--- src/rtl/logic_fu_arbiter_if.sv ---
`default_nettype none
// ============================================================================
// logic_fu_arbiter_if : request bus (NUM_REQ requesters) and result handshake
// Revision 1.0
// ============================================================================
interface logic_fu_arbiter_if #(
   parameter int NUM_REQ = 4,
   parameter int WIDTH   = 64,
   parameter int TAG_W   = 6
);
   logic [NUM_REQ-1:0]       req_valid;
   logic [NUM_REQ-1:0]       req_ready;
   logic [2*NUM_REQ-1:0]     req_op;
   logic [WIDTH*NUM_REQ-1:0] req_a;
   logic [WIDTH*NUM_REQ-1:0] req_b;
   logic [TAG_W*NUM_REQ-1:0] req_tag;

   logic                     res_valid;
   logic                     res_ready;
   logic [WIDTH-1:0]         res_data;
   logic [TAG_W-1:0]         res_tag;

   modport slave (
      input  req_valid, req_op, req_a, req_b, req_tag, res_ready,
      output req_ready, res_valid, res_data, res_tag
   );

   modport master (
      output req_valid, req_op, req_a, req_b, req_tag, res_ready,
      input  req_ready, res_valid, res_data, res_tag
   );
endinterface
`default_nettype wire

--- src/rtl/logic_fu_arbiter.sv ---
`default_nettype none
// ============================================================================
// logic_fu_arbiter : round-robin shared AND/OR/XOR/NOR unit, one-entry result reg
// Revision 1.0
// ============================================================================
module logic_fu_arbiter #(
   parameter int NUM_REQ = 4,
   parameter int WIDTH   = 64,
   parameter int TAG_W   = 6,
   parameter int CNT_W   = 16
) (
   input  logic                 clk,
   input  logic                 reset,
   logic_fu_arbiter_if.slave    bus,
   input  logic                 flush,
   output logic                 busy,
   output logic [CNT_W-1:0]     issue_cnt
);
   localparam int               PTR_W    = (NUM_REQ > 1) ? $clog2(NUM_REQ) : 1;
   localparam logic [PTR_W-1:0] C_LAST   = PTR_W'(NUM_REQ - 1);
   localparam logic [1:0]       C_OP_AND = 2'b00;
   localparam logic [1:0]       C_OP_OR  = 2'b01;
   localparam logic [1:0]       C_OP_XOR = 2'b10;

   logic [PTR_W-1:0] r_rr_ptr;
   logic             r_res_valid;
   logic [WIDTH-1:0] r_res_data;
   logic [TAG_W-1:0] r_res_tag;
   logic [CNT_W-1:0] r_issue_cnt;

   logic               w_accept_en;
   logic               w_found;
   logic               w_accept;
   logic [PTR_W-1:0]   w_gnt_idx;
   logic [NUM_REQ-1:0] w_grant;
   logic [1:0]         w_op  [NUM_REQ];
   logic [WIDTH-1:0]   w_a   [NUM_REQ];
   logic [WIDTH-1:0]   w_b   [NUM_REQ];
   logic [TAG_W-1:0]   w_tag [NUM_REQ];
   logic [WIDTH-1:0]   w_sel_a;
   logic [WIDTH-1:0]   w_sel_b;
   logic [WIDTH-1:0]   w_result;

   generate
      for (genvar i = 0; i < NUM_REQ; i++) begin : g_unpack
         assign w_op[i]  = bus.req_op[2*i +: 2];
         assign w_a[i]   = bus.req_a[WIDTH*i +: WIDTH];
         assign w_b[i]   = bus.req_b[WIDTH*i +: WIDTH];
         assign w_tag[i] = bus.req_tag[TAG_W*i +: TAG_W];
      end
   endgenerate

   // Reset gates the grant so nothing is offered while the result register is cleared.
   assign w_accept_en = !reset && !flush && (!r_res_valid || bus.res_ready);

   always_comb begin
      int idx;
      w_found   = 1'b0;
      w_gnt_idx = '0;
      idx       = 0;
      for (int k = 0; k < NUM_REQ; k++) begin
         idx = (int'(r_rr_ptr) + k) % NUM_REQ;
         if (!w_found && bus.req_valid[PTR_W'(idx)]) begin
            w_found   = 1'b1;
            w_gnt_idx = PTR_W'(idx);
         end
      end
   end

   assign w_accept = w_accept_en && w_found;

   always_comb begin
      w_grant = '0;
      if (w_accept) begin
         w_grant[w_gnt_idx] = 1'b1;
      end
   end

   assign w_sel_a = w_a[w_gnt_idx];
   assign w_sel_b = w_b[w_gnt_idx];

   always_comb begin
      case (w_op[w_gnt_idx])
         C_OP_AND: w_result = w_sel_a & w_sel_b;
         C_OP_OR:  w_result = w_sel_a | w_sel_b;
         C_OP_XOR: w_result = w_sel_a ^ w_sel_b;
         default:  w_result = ~(w_sel_a | w_sel_b);
      endcase
   end

   // Accept takes priority over drain, so a same-edge drain and reload leaves no bubble.
   always_ff @(posedge clk or posedge reset) begin
      if (reset) begin
         r_res_valid <= 1'b0;
         r_res_data  <= '0;
         r_res_tag   <= '0;
      end else if (flush) begin
         r_res_valid <= 1'b0;
      end else if (w_accept) begin
         r_res_valid <= 1'b1;
         r_res_data  <= w_result;
         r_res_tag   <= w_tag[w_gnt_idx];
      end else if (r_res_valid && bus.res_ready) begin
         r_res_valid <= 1'b0;
      end
   end

   always_ff @(posedge clk or posedge reset) begin
      if (reset) begin
         r_rr_ptr <= '0;
      end else if (w_accept) begin
         r_rr_ptr <= (w_gnt_idx == C_LAST) ? '0 : w_gnt_idx + 1'b1;
      end
   end

   always_ff @(posedge clk or posedge reset) begin
      if (reset) begin
         r_issue_cnt <= '0;
      end else if (w_accept && (r_issue_cnt != '1)) begin
         r_issue_cnt <= r_issue_cnt + 1'b1;
      end
   end

   assign bus.req_ready = w_grant;
   assign bus.res_valid = r_res_valid;
   assign bus.res_data  = r_res_data;
   assign bus.res_tag   = r_res_tag;
   assign busy          = r_res_valid && !bus.res_ready;
   assign issue_cnt     = r_issue_cnt;

endmodule
`default_nettype wire

--- src/flat_wrapper.sv ---
// flat-port wrapper written by rule: the top's interface ports become plain ports
module logic_fu_arbiter_flat 
#(
   parameter int NUM_REQ = 4,
   parameter int WIDTH   = 64,
   parameter int TAG_W   = 6,
   parameter int CNT_W   = 16
)
  (clk, reset, flush, busy, issue_cnt, bus_req_valid, bus_req_op, bus_req_a, bus_req_b, bus_req_tag, bus_res_ready, bus_req_ready, bus_res_valid, bus_res_data, bus_res_tag);
  logic_fu_arbiter_if #(.NUM_REQ(NUM_REQ), .WIDTH(WIDTH), .TAG_W(TAG_W)) bus_i ();
  input  logic clk;
  input  logic reset;
  input  logic flush;
  output logic busy;
  output logic [CNT_W-1:0] issue_cnt;
  input wire logic [$bits(bus_i.req_valid)-1:0] bus_req_valid;
  input wire logic [$bits(bus_i.req_op)-1:0] bus_req_op;
  input wire logic [$bits(bus_i.req_a)-1:0] bus_req_a;
  input wire logic [$bits(bus_i.req_b)-1:0] bus_req_b;
  input wire logic [$bits(bus_i.req_tag)-1:0] bus_req_tag;
  input wire logic [$bits(bus_i.res_ready)-1:0] bus_res_ready;
  output wire logic [$bits(bus_i.req_ready)-1:0] bus_req_ready;
  output wire logic [$bits(bus_i.res_valid)-1:0] bus_res_valid;
  output wire logic [$bits(bus_i.res_data)-1:0] bus_res_data;
  output wire logic [$bits(bus_i.res_tag)-1:0] bus_res_tag;
  assign bus_i.req_valid = bus_req_valid;
  assign bus_i.req_op = bus_req_op;
  assign bus_i.req_a = bus_req_a;
  assign bus_i.req_b = bus_req_b;
  assign bus_i.req_tag = bus_req_tag;
  assign bus_i.res_ready = bus_res_ready;
  assign bus_req_ready = bus_i.req_ready;
  assign bus_res_valid = bus_i.res_valid;
  assign bus_res_data = bus_i.res_data;
  assign bus_res_tag = bus_i.res_tag;
  logic_fu_arbiter #(.NUM_REQ(NUM_REQ), .WIDTH(WIDTH), .TAG_W(TAG_W), .CNT_W(CNT_W)) u_core (.clk(clk), .reset(reset), .bus(bus_i), .flush(flush), .busy(busy), .issue_cnt(issue_cnt));
endmodule
--- config.mk ---
export PLATFORM = sky130hd
export DESIGN_NAME = logic_fu_arbiter_flat
export DESIGN_NICKNAME = d
export VERILOG_FILES = /design/src/rtl/logic_fu_arbiter_if.sv /design/src/rtl/logic_fu_arbiter.sv /design/src/flat_wrapper.sv
export SDC_FILE = /design/constraint.sdc
export NUM_CORES = 1
export LEC_CHECK = 0
export ABC_AREA = 1
export BUFFER_PORTS_ARGS = -buffer_cell sky130_fd_sc_hd__buf_2
export CAP_MARGIN = 0
export CORE_ASPECT_RATIO = 1.75
export CORE_MARGIN = 10
export CORE_UTILIZATION = 25
export DETAILED_ROUTE_END_ITERATION = 8
export GPL_ROUTABILITY_DRIVEN = 0
export SLEW_MARGIN = 25
export SYNTH_ARGS = -nofsm -noshare
export SYNTH_HDL_FRONTEND = slang
export SYNTH_SLANG_ARGS = --single-unit
--- constraint.sdc ---
create_clock -name clk -period 8.9 [get_ports clk]
set_input_delay 2.67 -clock clk [delete_from_list [all_inputs] [get_ports clk]]
set_output_delay 2.67 -clock clk [all_outputs]
set_load 0.05 [all_outputs]
==> After elaboration in Yosys (flattened, before gate mapping) <==
Cells that the tools add are included.
{ "word_totals": {"input_bits": 552, "reg_bits": 89, "out_inout_bits": 92, "word_cells": 88} }
{ "op_classes": {"magnitude_cmp": 7, "n_reduce_logical": 21, "n_addsub": 5, "n_bitwise": 6, "n_eq_ne": 4, "mux": 40} }
{ "ops": {"columns": ["cell", "n"], "rows": [
  ["binary-select mux 64 bit (select 2 bit)", 2],
  ["2-to-1 mux 64 bit", 4],
  ["case mux 64 bit (3 select lines)", 1],
  ["bitwise AND 64 bit", 1],
  ["inverter 64 bit", 1],
  ["OR 64 bit", 1],
  ["XOR 64 bit", 1],
  ["adder 16 x 1 -> 16 bit, second input constant", 1],
  ["less-than comparator 2 x 4 -> 1 bit, second input constant", 4],
  ["2-to-1 mux 1 bit", 16],
  ["inequality test 16 bit, second input constant", 1],
  ["2-to-1 mux 2 bit", 7],
  ["binary-select mux 6 bit (select 2 bit)", 1],
  ["2-to-1 mux 6 bit", 2],
  ["logical AND 1 bit", 10],
  ["binary-select mux 1 bit (select 2 bit)", 4],
  ["logical NOT 1 bit", 7],
  ["adder 2 x 1 -> 2 bit, second input constant", 2],
  ["adder 2 bit, second input constant", 2],
  ["binary-select mux 2 bit (select 2 bit)", 1],
  ["== test 2 bit, second input constant", 2],
  ["2-to-1 mux 4 bit", 1],
  ["greater-or-equal comparator 3 bit, second input constant", 1],
  ["less-than comparator 2 x 3 -> 1 bit, second input constant", 1],
  ["other kinds (9)", 9]
]} }

==> Depth between registers and ports, before layout <==
Gate-level depths: netlist of run 1.
{ "logic_depth": {"depth_word": 20, "ltp_mapped": 25, "depth_no_buf": 22} }

==> Worst setup path after synthesis of run 1 <==
No wires, ideal clock.
{ "synth_timing": {"kind": "input-to-output", "start": "input port bus_req_valid[3]", "end": "output port bus_req_ready[0]", "path_buffers": 3, "required_ns": 6.230, "arrival_time_ns": 4.639, "slack_ns": 1.591, "cell_stages": 13, "cell_sequence": "inv_1 > nand2_1 > nand3_2 > nand2_4 > nor2_4 > nand3_4 > nand3_2 > buf_6 > buf_4 > buf_2 > ha_1 > inv_1 > nor2_1"} }
{ "synth_via": {"elab_chain_cells": 18, "elab_cells_between_ends": 33, "classes_between": "2 x order compare; 23 x mux; 8 x reduce/logical"} }
{ "synth_rtl": {"columns": ["element", "line_no", "rtl"], "rows": [
  ["from (decl)", "flat_wrapper.sv:16", "input wire logic [$bits(bus_i.req_valid)-1:0] bus_req_valid;"],
  ["binary-select mux 1 bit (select 2 bit)", "logic_fu_arbiter.sv:63", "if (!w_found && bus.req_valid[PTR_W'(idx)]) begin"],
  ["2-to-1 mux 1 bit (not written as such) (2 in a row)", "logic_fu_arbiter.sv:63", null],
  ["2-to-1 mux 1 bit", "logic_fu_arbiter.sv:63", null],
  ["logical NOT 1 bit", "logic_fu_arbiter.sv:63", null],
  ["logical AND 1 bit", "logic_fu_arbiter.sv:63", null],
  ["2-to-1 mux 1 bit", "logic_fu_arbiter.sv:63", null],
  ["logical NOT 1 bit", "logic_fu_arbiter.sv:63", null],
  ["logical AND 1 bit", "logic_fu_arbiter.sv:63", null],
  ["2-to-1 mux 1 bit", "logic_fu_arbiter.sv:63", null],
  ["logical NOT 1 bit", "logic_fu_arbiter.sv:63", null],
  ["logical AND 1 bit", "logic_fu_arbiter.sv:63", null],
  ["2-to-1 mux 2 bit", "logic_fu_arbiter.sv:63", null],
  ["less-than comparator 2 x 3 -> 1 bit (not written as such) or greater-or-equal comparator 2 x 1 -> 1 bit (tied branches)", "logic_fu_arbiter.sv:75", "w_grant[w_gnt_idx] = 1'b1;"],
  ["logical AND 1 bit (not written as such)", "logic_fu_arbiter.sv:75", null],
  ["2-to-1 mux 1 bit (not written as such)", "logic_fu_arbiter.sv:75", null],
  ["demux 1 bit (select 2 bit)", null, null],
  ["2-to-1 mux 4 bit *", "logic_fu_arbiter.sv:74", "if (w_accept) begin"],
  ["to (decl)", "flat_wrapper.sv:22", "output wire logic [$bits(bus_i.req_ready)-1:0] bus_req_ready;"]
]} }
Every way passes the cells marked *; elsewhere a longest branch is shown, timed or not. The select of a mux whose other input is x is not followed.

==> Worst setup path in the final report of run 1 <==
{ "layout_timing": {"start": "input port bus_req_valid[3]", "end": "output port bus_req_ready[1]"} }
Same word-level chain as after synthesis.

==> metrics.md, run 1 <==
| Metric | Value |
|---|---|
| Via count | `16,070` |
| Synth unique cells | `35` |
| Relative slew margins | `37.49%` |
| Max clock buf depth | `2` |
| RSZ-0062 raised after global routing | `false` |
| Worst reg2reg path endpoint | `u_core.bus.res_data[29]$_DFFE_PP0P_` |
| Vias in the first global route | `15,860` |
| Layout cells sized above 1 | `28.62%` |
| Yosys reg bits | `89` |
| DR WL/cell | `18.97 um` |
| Area of the die | `63,550 um2` |
| Worst setup EP type | `primary output` |
| Worst Hold Class | `reg -> reg` |
| WHS Endpoint | `u_core.bus.res_data[57]$_DFFE_PP0P_` |
| CTS tree | `built` |
| Clock root cell | `clkbuf_16` |
| Worst hold start | `u_core.bus.res_data[57]$_DFFE_PP0P_` |
| Syn avg cell area | `6.069 um2` |
| Port Buf Inserts | `643` |
| Die height | `326.1 um` |
| CP most frequent cell | `nand2_1` |
| WS Path Type | `in -> out` |
| Worst path required time | `6230 ps` |
| CTS resizes | `0` |
| Initial antenna violation count | `12` |
| Pre-CTS WS | `1477 ps` |
| Placed cells | `3,389` |
| Hold depth | `2` |
| WL final | `64,670 um` |
| First-pass GRT wire length | `95,540 um` |
| Yosys warns | `0` |
| Fin nets | `3,402` |
| Die W | `194.9 um` |
| Largest net degree at the start of global routing | `120` |
| Crit-path cells | `buf_2 -> inv_1 -> nand2_1 -> nand3_1 -> nand2_1 -> nand2_1 -> nand2_1 -> nand2_1 -> nand3_4 -> inv_8 -> ha_1 -> inv_1 -> nor2_1 -> buf_2` |
| Max Cap Viol | `0` |
| Ports | `644` |
| Antenna Nets Post-Route | `0` |
| First drt pass iteration count | `5` |
| Area grow syn2layout | `27.49%` |
| Hold-fix buffers, CTS | `0` |
| Final worst path period share | `83.50%` |
| Mapped Cells | `2,205` |
| GRT Residual Overflow | `0` |
| Sequential area share after synthesis | `16.64%` |
| Setup TNS | `0 ps` |
| Slew @ Worst Pin | `937.7 ps` |
| Initial DRC Count | `677` |
| CP max stage delay | `400 ps` |
| Initial Utilization | `25.20%` |
| Fin crit period | `7432 ps` |
| Status | `finished, final reports clean` |
| Non-filler cells, final | `3,409` |
| Clock-pin slew on the worst setup and hold paths | `70 ps` |
| Final Hold Fails | `0` |
| Reg2reg start | `u_core.r_rr_ptr[0]$_DFFE_PP0P_` |
| Cell Area, Synth | `13,380 um2` |
| Arrival @ worst endpoint | `4760 ps` |
| Drt via density | `4.713` |
| Startpoint types | `input pin` |
| R2R depth | `21` |
| Fmax | `134.6 MHz` |
| Setup Viol. Count Final | `0` |
| Overall Global Routing Usage | `19.46%` |
| TritonCTS buffer count | `9` |
| Clock Skew | `13.90 ps` |
| Slew Limit Fails | `0` |
| Clock Latency Late Sink | `390 ps` |
| CTS Sinks | `89` |
| Rows | `112` |
| Remaining DRCs | `0` |
| R2r setup slk | `4180 ps` |
| H-tree levels | `3` |
| Slowest stage cell on the critical path | `inv_8` |
| Hpwl dp | `51,610 um` |
| Core ar. | `53,110 um2` |
| Worst Slack Setup Final | `1468 ps` |
| Post-CTS Repair Setup Buffers | `0` |
| CP Max Fanout | `79` |
| Total nets after synthesis | `2,890` |
==> sequential cells by signal, indices dropped and copies added, names as in the netlist <==
| name | count |
|---|---|
| u_core.bus.res_data | 64 |
| u_core.bus.res_tag | 6 |
| u_core.bus.res_valid | 1 |
| u_core.issue_cnt | 16 |
| u_core.r_rr_ptr | 2 |
==> worst max-delay path: cells and delay by family <==
family                     cells  cell delay [ps]
and+or+nand+nor                8              940
adders and majority gates      1              220
buffers and inverters          5              890
==> worst max path at each step <==
| stage | from | slack (ps) | end |
|---|---|---|---|
| final | bus_req_valid[3] | 1470 | bus_req_ready[1] |
| after floorplan | bus_req_valid[3] | 1590 | bus_req_ready[0] |
| after global placement | bus_req_valid[3] | 1490 | bus_req_ready[1] |
| after CTS | bus_req_valid[3] | 1480 | bus_req_ready[1] |
| after detailed placement | bus_req_valid[3] | 1480 | bus_req_ready[1] |
| after global routing | bus_req_valid[3] | 1240 | bus_req_ready[1] |
==> logic make-up (layout without fill, tap and decap cells) <==
family | after synthesis | in the layout | share of synthesized area [%]
AOI/OAI and AO/OA | 343 | 343 | 17.20
DFF | 89 | 89 | 16.64
other | 0 | 3 | 0
xor gates and xnor gates | 15 | 15 | 0.9816
adders and majority gates | 133 | 133 | 12.43
and+or+nand+nor | 1118 | 1118 | 36.12
buffers and inverters | 507 | 1024 | 16.62
==> area by class of cell <==
class | count | area (um2)
Timing Repair Buffer | 661 | 3373
Sequential cell | 89 | 2227
Clock buffer | 9 | 225.2
Clock inverter | 7 | 68.82
Multi-Input combinational cell | 1609 | 8986
Tap cell | 684 | 855.8
Fill cell | 6081 | 36050
Antenna cell | 3 | 7.507
Inverter | 347 | 1318
==> through the flow <==
step | hold slack, ps | cell area, um2 | utilization [%]
floorplan | 639.8 | 13380 | -
global placement | 457.9 | 16720 | 31.49
detailed placement | 459.6 | 16720 | 31.49
CTS | 481.9 | 17020 | 32.04
global route | 491.3 | 17060 | 32.12
finish | 473.5 | 17060 | 32.12
==> synth_stat cells <==
library cell | number | area (um2)
nor4_1 | 1 | 6.260
buf_2 | 83 | 415.4
buf_1 | 4 | 15.01
xnor2_1 | 5 | 43.79
a32oi_1 | 64 | 560.5
buf_4 | 27 | 202.7
dfrtp_1 | 89 | 2227
nand2_4 | 5 | 56.30
nor3_1 | 4 | 20.02
clkbuf_1 | 31 | 116.4
o211ai_1 | 64 | 480.5
a31oi_1 | 6 | 37.54
nand3_4 | 2 | 35.03
or2_2 | 64 | 400.4
nand3b_1 | 5 | 37.54
o21ai_1 | 58 | 290.3
nand4_1 | 1 | 6.260
buf_6 | 14 | 157.7
nand2_1 | 659 | 2474
o21ai_0 | 80 | 400.4
nor2_2 | 2 | 12.51
inv_1 | 331 | 1242
inv_2 | 16 | 60.06
nor2_1 | 97 | 364.1
o21a_1 | 64 | 480.5
and3_1 | 1 | 6.260
ha_1 | 133 | 1664
nand2_2 | 6 | 37.54
o31ai_1 | 1 | 7.510
nand3_1 | 267 | 1336
nand3_2 | 3 | 30.03
buf_8 | 1 | 15.01
nor2_4 | 1 | 11.26
xor2_1 | 10 | 87.58
o21bai_1 | 6 | 45.04
==> per-layer routing <==
metal	up-vias	track usage (%)	wire (um)
met3	97	4.680	4568
met5	-	0	18
li1	8073	-	-
met2	645	36.16	33510
met4	2	9.790	2861
met1	7248	19.67	23710
==> cell usage in the layout (no fill, tap or decap), types with 58 or more instances in the layout <==
cell / netlist / routed
a32oi_1: 64 / 64
ha_1: 133 / 133
nand3_1: 267 / 267
o211ai_1: 64 / 64
nor2_1: 97 / 97
o21ai_1: 58 / 58
inv_1: 331 / 330
o21a_1: 64 / 64
or2_2: 64 / 64
dfrtp_1: 89 / 89
o21ai_0: 80 / 80
nand2_1: 659 / 657
buf_2: 83 / 643
Power of run 1 is not shown: default switching activity piles up to over one toggle a cycle in this logic, so the estimate is an artifact.
==> run 2, diff against run 1 <==
- clock period: 8.9 -> 6 ns (I/O delays scaled with it)
==> metrics.md, run 2 (synthesis results as in run 1) <==
| Metric | Value |
|---|---|
| Max Cap Viol | `0 (unchanged)` |
| Die W | `194.9 um (unchanged)` |
| R2r setup slk | `2180 ps (was 4180 ps)` |
| WS Path Type | `in -> out (unchanged)` |
| Remaining DRCs | `0 (unchanged)` |
| Worst Hold Class | `reg -> reg (unchanged)` |
| Hold-fix buffers, CTS | `0 (unchanged)` |
| Core ar. | `53,110 um2 (unchanged)` |
| Rows | `112 (unchanged)` |
| Worst reg2reg path endpoint | `u_core.bus.res_data[29]$_DFFE_PP0P_ (unchanged)` |
| Die height | `326.1 um (unchanged)` |
| Buf/Inv on CP | `5 (unchanged)` |
| Port Buf Inserts | `643 (unchanged)` |
| WHS Endpoint | `u_core.bus.res_data[16]$_DFFE_PP0P_ (was u_core.bus.res_data[57]$_DFFE_PP0P_)` |
| Hpwl dp | `52,890 um (was 51,610 um)` |
| Final worst path period share | `87.25%` |
| Worst path required time | `4200 ps (was 6230 ps)` |
| WL final | `64,630 um (was 64,670 um)` |
| Post-CTS Repair Setup Buffers | `0 (unchanged)` |
| Met3 Use GR | `5.194% (was 4.680%)` |
| Worst setup EP type | `primary output (unchanged)` |
| Slew @ Worst Pin | `813.7 ps (was 937.7 ps)` |
| Max clock buf depth | `2 (unchanged)` |
| Arrival @ worst endpoint | `3440 ps (was 4760 ps)` |
| DR WL/cell | `18.92 um (was 18.97 um)` |
| Clock Latency Late Sink | `380 ps (was 390 ps)` |
| CP most frequent cell | `nand2_1 (unchanged)` |
| Initial Utilization | `25.20% (unchanged)` |
| Slowest stage cell on the critical path | `buf_2 (was inv_8)` |
| CTS Sinks | `89 (unchanged)` |
| Vias in the first global route | `15,990 (was 15,860)` |
| Finished Core Util | `32.47% (was 32.12%)` |
| GR peak layer | `met2 (unchanged)` |
| Overall Global Routing Usage | `19.44% (was 19.46%)` |
| Max reg flops | `64 (unchanged)` |
| Fin crit period | `5235 ps` |
| Worst Slack Setup Final | `764.9 ps (was 1468 ps)` |
| GR Util met1 | `19.51% (was 19.67%)` |
| Setup Viol. Count Final | `0 (unchanged)` |
| Crit-path cells | `buf_2 -> inv_1 -> nand2_1 -> nand3_1 -> nand2_1 -> nand2_1 -> nand2_1 -> nand2_1 -> nand3_4 -> inv_8 -> ha_1 -> inv_1 -> nor2_1 -> buf_2 (unchanged)` |
| Post-layout instance area | `17,240 um2 (was 17,060 um2)` |
| Area of the die | `63,550 um2 (unchanged)` |
| First-pass GRT wire length | `96,010 um (was 95,540 um)` |
| Ports | `644 (unchanged)` |
| Fmax | `191.0 MHz` |
| Pre-CTS WS | `761.6 ps (was 1477 ps)` |
| GRT Residual Overflow | `0 (unchanged)` |
| Most common cell after layout, fill and taps aside | `nand2_1 (unchanged)` |
| Layout cells sized above 1 | `28.82% (was 28.62%)` |
| Clock-pin slew on the worst setup and hold paths | `70 ps (about the same)` |
| CP Max Fanout | `5 (was 79)` |
| DP Area | `16,940 um2 (was 16,720 um2)` |
| Cell family with most CP delay | `simple AND/OR/NAND/NOR gates (unchanged)` |
| RSZ-0062 raised after global routing | `false (unchanged)` |
| Startpoint types | `input pin (unchanged)` |
| Final Hold Fails | `0 (unchanged)` |
| Clock root cell | `clkbuf_16 (unchanged)` |
| Global Route met2 Usage | `37.37% (was 36.16%)` |
| Antenna Nets Post-Route | `0 (unchanged)` |
| R2R depth | `20 (was 21)` |
| Via count | `16,120 (was 16,070)` |
| Drt via density | `4.719 (was 4.713)` |
| CTS resizes | `0 (unchanged)` |
| H-tree levels | `3 (unchanged)` |
| Largest net degree at the start of global routing | `153 (was 120)` |
| Relative slew margins | `45.75% (was 37.49%)` |
| First drt pass iteration count | `5 (unchanged)` |
| Initial antenna violation count | `15 (was 12)` |
| Reg2reg start | `u_core.r_rr_ptr[0]$_DFFE_PP0P_ (unchanged)` |
| TritonCTS buffer count | `9 (unchanged)` |
| Worst hold start | `u_core.bus.res_data[16]$_DFFE_PP0P_ (was u_core.bus.res_data[57]$_DFFE_PP0P_)` |
| Status | `finished, final reports clean (unchanged)` |
| Hold depth | `2 (unchanged)` |
| Slew Limit Fails | `0 (unchanged)` |
| Initial DRC Count | `621 (was 677)` |
| CP max stage delay | `310 ps (was 400 ps)` |
| Area grow syn2layout | `28.84% (was 27.49%)` |
| Commonest cells after routing, fill and taps aside | `nand2_1 (657), buf_2 (643), inv_1 (330) (unchanged)` |
| Setup TNS | `0 ps (unchanged)` |
| Fin nets | `3,411 (was 3,402)` |
| Clock Skew | `10.81 ps (was 13.90 ps)` |
| CTS tree | `built (unchanged)` |
## run 2: changes by cell type in the layout (fill, tap and decap cells not counted), sizes merged
cell and change:
buf +9, diode -2, inv -2, bufinv +1, clkbuf +1, clkinv -1
clkinvlp +1
## run 2: worst max path at each step
stage          cells after the start          endpoint             start
2_1_floorplan                     13  bus_req_ready[0]  bus_req_valid[3]
3_3_place_gp                      14  bus_req_ready[1]  bus_req_valid[3]
3_5_place_dp                      14  bus_req_ready[1]  bus_req_valid[3]
4_1_cts                           14  bus_req_ready[1]  bus_req_valid[3]
5_1_grt                           14  bus_req_ready[1]  bus_req_valid[3]
6_report                          14  bus_req_ready[1]  bus_req_valid[3]
## run 2: layout make-up
| class | count | area, um2 |
|---|---|---|
| diodes | 1 | 2.502 |
| clock buffers | 10 | 229.0 |
| clock inverters | 6 | 72.57 |
| fillers | 6062 | 35870 |
| inverters | 347 | 1320 |
| multi-input cells | 1609 | 8977 |
| flip-flops and latches | 89 | 2227 |
| well taps | 684 | 855.8 |
| repair buffers | 670 | 3558 |
## run 2: stage by stage
stage / instances / hold WS (ps)
4_1_cts: 3415 / 482.5
3_5_place_dp: 3399 / 459.1
3_3_place_gp: 3399 / 457.9
5_1_grt: 3416 / 491.6
2_1_floorplan: 2205 / 639.8
6_report: 3416 / 475.6
## run 2: worst min-delay path, cell delays in order, from the launching register on
cell and delay (ps):
dfrtp_1 350, nand2_1 50, nand2_1 50
## run 2: layer usage
metal / vias up / part of all wire (%)
met5: - / 0.042
met4: 4 / 2.9
met3: 83 / 7.6
met2: 591 / 53
met1: 7349 / 36
li1: 8092 / -
Power of run 2 is left out for the same reason.
